--- config.mk ---
export PLATFORM = sky130hd
export DESIGN_NAME = seq_array_divider
export DESIGN_NICKNAME = d
export VERILOG_FILES = /design/src/rtl/seq_array_divider.sv
export SDC_FILE = /design/constraint.sdc
export NUM_CORES = 1
export LEC_CHECK = 0
export ABC_AREA = 1
export CORE_UTILIZATION = 41
export DETAILED_ROUTE_END_ITERATION = 12
export PLACE_DENSITY_LB_ADDON = 0.1
export SYNTH_ARGS = -nofsm -noshare
export SYNTH_HDL_FRONTEND = slang
export SYNTH_SLANG_ARGS = --single-unit
export TNS_END_PERCENT = 10
--- constraint.sdc ---
create_clock -name clk -period 2.33 [get_ports clk]
set_input_delay 0.466 -clock clk [delete_from_list [all_inputs] [get_ports clk]]
set_output_delay 0.466 -clock clk [all_outputs]
set_load 0.05 [all_outputs]
--- src/rtl/seq_array_divider.sv ---
// rtl/seq_array_divider.sv - iterative unsigned restoring divider, one quotient bit per clock
module seq_array_divider #(
    parameter int n = 8
) (
    input  logic         clk,
    input  logic         rst,
    input  logic         start,
    input  logic [n-1:0] A,
    input  logic [n-1:0] B,
    output logic [n-1:0] Q,
    output logic [n-1:0] R,
    output logic         busy,
    output logic         done,
    output logic         div_by_zero
);

    localparam int CW = $clog2(n + 1);

    typedef enum logic [1:0] {IDLE, CALC, DONE} state_t;

    state_t          state;
    logic [n-1:0]    p;
    logic [n-1:0]    dividend;
    logic [n-1:0]    divisor;
    logic [CW-1:0]   cnt;

    logic [n:0]      shifted;
    logic [n:0]      diff;
    logic            neg;
    logic [n-1:0]    p_next;
    logic [n-1:0]    dividend_next;

    // The partial remainder always stays below the divisor, so n bits of storage
    // suffice; the n+1-bit subtract exposes the borrow as the sign bit.
    always_comb begin
        shifted       = {p, dividend[n-1]};
        diff          = shifted - {1'b0, divisor};
        neg           = diff[n];
        p_next        = neg ? shifted[n-1:0] : diff[n-1:0];
        dividend_next = {dividend[n-2:0], ~neg};
    end

    always_ff @(posedge clk or posedge rst) begin
        if (rst) begin
            state       <= IDLE;
            p           <= '0;
            dividend    <= '0;
            divisor     <= '0;
            cnt         <= '0;
            Q           <= '0;
            R           <= '0;
            busy        <= 1'b0;
            done        <= 1'b0;
            div_by_zero <= 1'b0;
        end else begin
            case (state)
                IDLE, DONE: begin
                    done <= 1'b0;
                    if (start) begin
                        if (B == '0) begin
                            state       <= DONE;
                            Q           <= '1;
                            R           <= A;
                            div_by_zero <= 1'b1;
                            done        <= 1'b1;
                        end else begin
                            state    <= CALC;
                            dividend <= A;
                            divisor  <= B;
                            p        <= '0;
                            cnt      <= CW'(n);
                            busy     <= 1'b1;
                        end
                    end else begin
                        state <= IDLE;
                    end
                end
                CALC: begin
                    // Quotient bits enter the dividend register from the LSB as its MSBs leave.
                    p        <= p_next;
                    dividend <= dividend_next;
                    cnt      <= cnt - CW'(1);
                    if (cnt == CW'(1)) begin
                        state       <= DONE;
                        Q           <= dividend_next;
                        R           <= p_next;
                        div_by_zero <= 1'b0;
                        done        <= 1'b1;
                        busy        <= 1'b0;
                    end
                end
                default: state <= IDLE;
            endcase
        end
    end

endmodule

---- Yosys cells after proc, flatten, opt, wreduce, memory -nomap -nowiden ----
Index checks and enable logic that the tools add are counted.
word-level totals
  bits in registers ....................... 49
  output and inout port bits .............. 19
  logic and storage cells ................. 63
cells by class
  $add $sub $neg .......................... 2
  equality and inequality tests ........... 7
  mux-type cells .......................... 33
  bitwise logic cells ..................... 2
  reduce and logical (&&, ||, !) cells .... 9
operators with widths
  kind                                                                 count
  8-bit two-way mux                                                    11
  8-bit one-hot mux with 2 select lines                                4
  9-bit by 8-bit subtractor with 9-bit output                          1
  8-bit zero test                                                      1
  1-bit two-way mux                                                    8
  4-bit two-way mux                                                    2
  2-bit inequality test (second input constant)                        4
  4-bit one-hot mux with 2 select lines                                1
  4-bit AND reduction                                                  2
  2-bit two-way mux                                                    3
  1-bit one-hot mux with 2 select lines                                3
  3-bit AND reduction                                                  2
  4-bit by 1-bit == test with 1-bit output (second input constant)     1
  2-bit one-hot mux with 2 select lines                                1
  4-bit by 1-bit subtractor with 4-bit output (second input constant)  1
  2-bit by 1-bit == test with 1-bit output (second input constant)     1
  2-bit == test (second input constant)                                1
  2-bit zero test                                                      1
  1-bit inverter                                                       2
  2-bit AND reduction                                                  1
  2-bit nonzero test                                                   1
  2-bit OR reduction                                                   1

---- Depth between registers and ports, before layout ----
  depth in word-level cells ............... 4
  mapped depth ............................ 14
  gate-level depth less buffers ........... 14

---- Worst setup path after synthesis ----
No wires, ideal clock.
  kind .................................... reg2reg
  start point ............................. register dividend[7]
  end point ............................... register R[2]
  library setup time ...................... 0.113 ns
  data arrival time ....................... 1.680 ns
  data required time ...................... 2.217 ns
  path slack .............................. 0.537 ns
  stages on the path, launching flop included .. 15
  cells stage by stage .................... dfrtp_1 > inv_1 > ha_1 > inv_1 > fa_1 > nand2_1 > nand2_2 > nand3_2 > nand2_2 > nand2_2 > nand2_4 > nand3_1 > nand3_1 > nand2_1 > inv_1
on the way
  word-level cells in the longest chain between the ends .. 4
ends and longest elaborated chain
  element                                      line  RTL
  start, declared                              23    logic [n-1:0] dividend;
  start signal, assigned                       81    dividend <= dividend_next;
  9-bit by 8-bit subtractor with 9-bit output  37    diff = shifted - {1'b0, divisor};
  8-bit two-way mux                            39    p_next = neg ? shifted[n-1:0] : diff[n-1:0];
  8-bit two-way mux                            83    if (cnt == CW'(1)) begin
  8-bit one-hot mux with 2 select lines        56    case (state)
  end signal, assigned                         86    R <= p_next;
  end, declared                                11    output logic [n-1:0] R,
Every way passes these cells. The select of a mux whose other input is x is not followed.
A chain may end at the register's enable or synchronous reset.

---- Final worst setup path ----
  start point ............................. register dividend[7]
  end point ............................... register R[6]
The elaborated chain is that of the path after synthesis.

==> flow_results.org <==
** Final layout
- Commonest cells after routing, fill and taps aside :: 66 x sky130_fd_sc_hd__nand2_1, 61 x sky130_fd_sc_hd__inv_1, 49 x sky130_fd_sc_hd__dfrtp_1
- Relative to the synthesized area, the layout overhead comes to 18.80%.
- Summed area of non-filler cells in the final layout :: 3266 um2
- Non-Filler Instances :: 460
- Layout cells sized above 1 :: roughly a tenth
- Counting the fill cells in the layout gives 653.
- Number of nets in the layout :: 412
- Total inserted antenna cells :: 0
- Cells fill 50.85% of the core in the end.
- Leaving out fill and tap cells, the most frequent cell in the layout is sky130_fd_sc_hd__nand2_1.

** GRT
- The first global-routing pass estimated 10.35 mm of wire.
- The initial antenna violation count was 0.
- Global routing used 18.46% of the available tracks across all layers.
- Number of global-route vias before repair :: 2,260
- Maximum number of pins on one net before global-route repair :: 32
- Grt ovf :: 0

** Yosys
- Cell area after synthesis :: 2749 um2
- Synth Instances :: around 350
- Counting flops and latches in the post-synthesis netlist gives 49.
- Synthesized net count :: between 300 and 400
- Yosys mapped the design onto 30 distinct sky130hd cell types.
- Register area share after synthesis :: roughly 45%
- Largest cells by area after synthesis :: sky130_fd_sc_hd__dfrtp_1 45%, sky130_fd_sc_hd__nand2_1 9.0%, sky130_fd_sc_hd__nand3_1 8.7%
- In this run the mean area of a mapped cell was 7.968 um2.
- For this run, the number of Yosys warnings is 0.
- Largest area contributor in the synthesized netlist :: sky130_fd_sc_hd__dfrtp_1
- Yosys top cell area share :: between 40% and 50%

** CTS
- TritonCTS built the clock tree.
- Number of levels the H-tree was split into :: 2
- The cell sitting at the root of the clock tree is a sky130_fd_sc_hd__clkbuf_8.
- Post-cts resize count :: 0
- After clock tree synthesis, the clock-pin slew on the worst setup and hold paths is 0.09 ns.
- Clock tree sinks :: between 40 and 50
- Buffers inserted during clock tree synthesis total 5.
- The number of hold buffers added after CTS was 0.
- Number of setup buffers added after CTS :: 0
- Clk Latency, worst-skew pair :: 0.30 ns
- No sink is reached through more buffers than the 2 on the longest clock path.

** STA
- Post-route fraction of the period consumed by the critical path :: 86.42%
- Number of failing setup endpoints in the final timing report :: 0
- Once routing completed, OpenROAD measured the worst setup slack at 0.3165 ns.
- Maximum clock frequency :: 496.6 MHz
- Relative max-transition margin :: between 60% and 70%
- For the pin with the worst max-slew slack, the measured transition is around 0.5 ns.
- RSZ-0062 raised after global routing :: false
- Final number of hold-violating endpoints :: 0
- Total Neg Setup Slack :: 0 ns
- Shortest period the worst path allows :: 2.014 ns
- Clock skew on the completed layout was measured at around 0.0086 ns.
- Across all hold checks on the routed design, the worst slack comes to 0.4703 ns.
- Max-slew violation count :: 0

** Route
- Total iterations of the first detailed-routing run :: 4
- Antenna Nets Post-Route :: 0
- Dividing the detail-routed via count by the number of cells gives 4.946.
- DRC violations left :: 0
- After detailed routing, the total wire length is 5.856 mm.
- Wirelength per Cell :: between 10 and 15 um
- The detailed router finished its first iteration with 58 violations.
- The final route contains roughly 2,300 vias.

** Floorplan
- The die covers about 7000 um2.
- In this run the vertical extent of the chip is 83.88 um.
- After floorplanning, the core was divided into 29 placement rows.
- 38 I/O pins were placed.
- In this run the standard cell core region covers around 6400 um2.
- The die is 83.88 um wide.
- Starting density of the core :: approximately 43%

** Critical path
- The signal on the critical path passes through inv_1, ha_1, inv_1, fa_1, nand2_1, nand2_2, nand3_2, nand3_1, nand2_4, nand3_1, nand3_1, nand2_1, inv_1.
- Largest stage delay on the critical path :: 0.40 ns
- Critical Path Slowest Stage Cell :: sky130_fd_sc_hd__fa_1
- Data on the critical path is required at its endpoint by 2.57 ns.
- The critical path is of the register to register type.
- The worst setup path is captured at a register.
- Largest fanout of any net on the critical path :: 8
- For the worst setup path, the data arrival time is roughly 2.3 ns.
- Worst Setup Start Kind :: register

** Pwr
- Power spread over the standard cell area amounts to 1591 nW/um2.
- VDD sags by at most about 0.00061 V.
- After layout, the design draws a total of 5.197 mW.
- LEAKAGE :: around 1.7 nW

** Placed design
- Gpl congestion :: approximately 0.82
- Placed instance area :: 3182 um2
- Cell count after placement :: 452
- HPWL after detailed placement :: roughly 4.4 mm
- Count of port buffers added during placement :: 37
- DP Worst Slack :: 0.1972 ns

** Hold path
- In this run the worst hold path is classified as input pin to asynchronous set/reset pin.

** Run
- Number of max-cap violations :: 0

** Status
- The flow ran to the end, and the final reports show no timing, DRC or antenna violations.
==> power breakdown <==
part,switching [mW],internal (mW),leakage [nW]
Sequential,0.214,1.24,0.575
Clock,0.277,0.213,0.0385
Combinational,2.11,1.14,1.05
Total,2.60,2.60,1.67
==> cells by family after synthesis <==
kind of cell | after synthesis | share of synthesized area, %
AO/OA/AOI/OAI | 46 | 9.195
XOR/XNOR | 4 | 1.275
adder cells (fa/ha/maj) | 11 | 5.280
buffers and inverters | 77 | 12.02
flip-flops | 49 | 44.61
AND/OR/NAND/NOR | 158 | 27.63
==> worst max-delay path, delay by kind of cell (launching register included) <==
family | cells | cell delay (ns)
and+or+nand+nor | 8 | 0.85
adders and majority gates | 2 | 0.54
DFF | 1 | 0.38
buffers and inverters | 3 | 0.19
==> final cells by class <==
type | instances | area (um2) | share of cell area, %
Clock inverter | 1 | 7.507 | 0.2299
Timing Repair Buffer | 42 | 420.4 | 12.87
Multi-Input combinational cell | 219 | 1192 | 36.51
Clock buffer | 7 | 76.32 | 2.337
Inverter | 65 | 246.5 | 7.548
Sequential cell | 49 | 1226 | 37.55
Tap cell | 77 | 96.34 | 2.950
==> state kept, by name, summed over array words and instances (netlist names) <==
| name | cells |
|---|---|
| p | 8 |
| state | 2 |
| div_by_zero | 1 |
| cnt | 4 |
| divisor | 8 |
| R | 8 |
| done | 1 |
| busy | 1 |
| dividend | 8 |
| Q | 8 |
==> cells in the mapped netlist (all sizes together) <==
| master | count |
|---|---|
| dfrtp | 49 |
| nand3 | 51 |
| or2 | 8 |
| buf | 12 |
| o22ai | 2 |
| fa | 1 |
| inv | 65 |
| o211ai | 1 |
| a21oi | 11 |
| o221ai | 1 |
| a31oi | 8 |
| xor2 | 2 |
| nand2 | 77 |
| nor2 | 17 |
| nor3 | 2 |
| o21ai | 23 |
| xnor2 | 2 |
| nand4 | 3 |
| ha | 10 |
==> metal layers <==
metal / up-vias / track usage, % / routed length (um)
met4: 0 / 5.329 / 88
met2: 32 / 31.00 / 2810
li1: 1172 / - / -
met3: 9 / 3.066 / 165
met5: - / 0 / 0
met1: 1062 / 24.54 / 2792
==> worst paths after layout <==
check,start,endpoint,slack [ns],cells past startpoint
max,dividend[7]$_DFFE_PP0P_,R[6]$_DFFE_PP0P_,0.32,13
min reg2reg,cnt[3]$_DFFE_PP0P_,cnt[3]$_DFFE_PP0P_,0.48,1
max in group asynchronous,rst,divisor[3]$_DFFE_PP0N_,1.34,3
min in group clk,cnt[3]$_DFFE_PP0P_,cnt[3]$_DFFE_PP0P_,0.48,1
min,rst,dividend[5]$_DFFE_PP0P_,0.47,2
max reg2reg,dividend[7]$_DFFE_PP0P_,R[6]$_DFFE_PP0P_,0.32,13
Note: power is estimated with default switching activity, not from simulation.
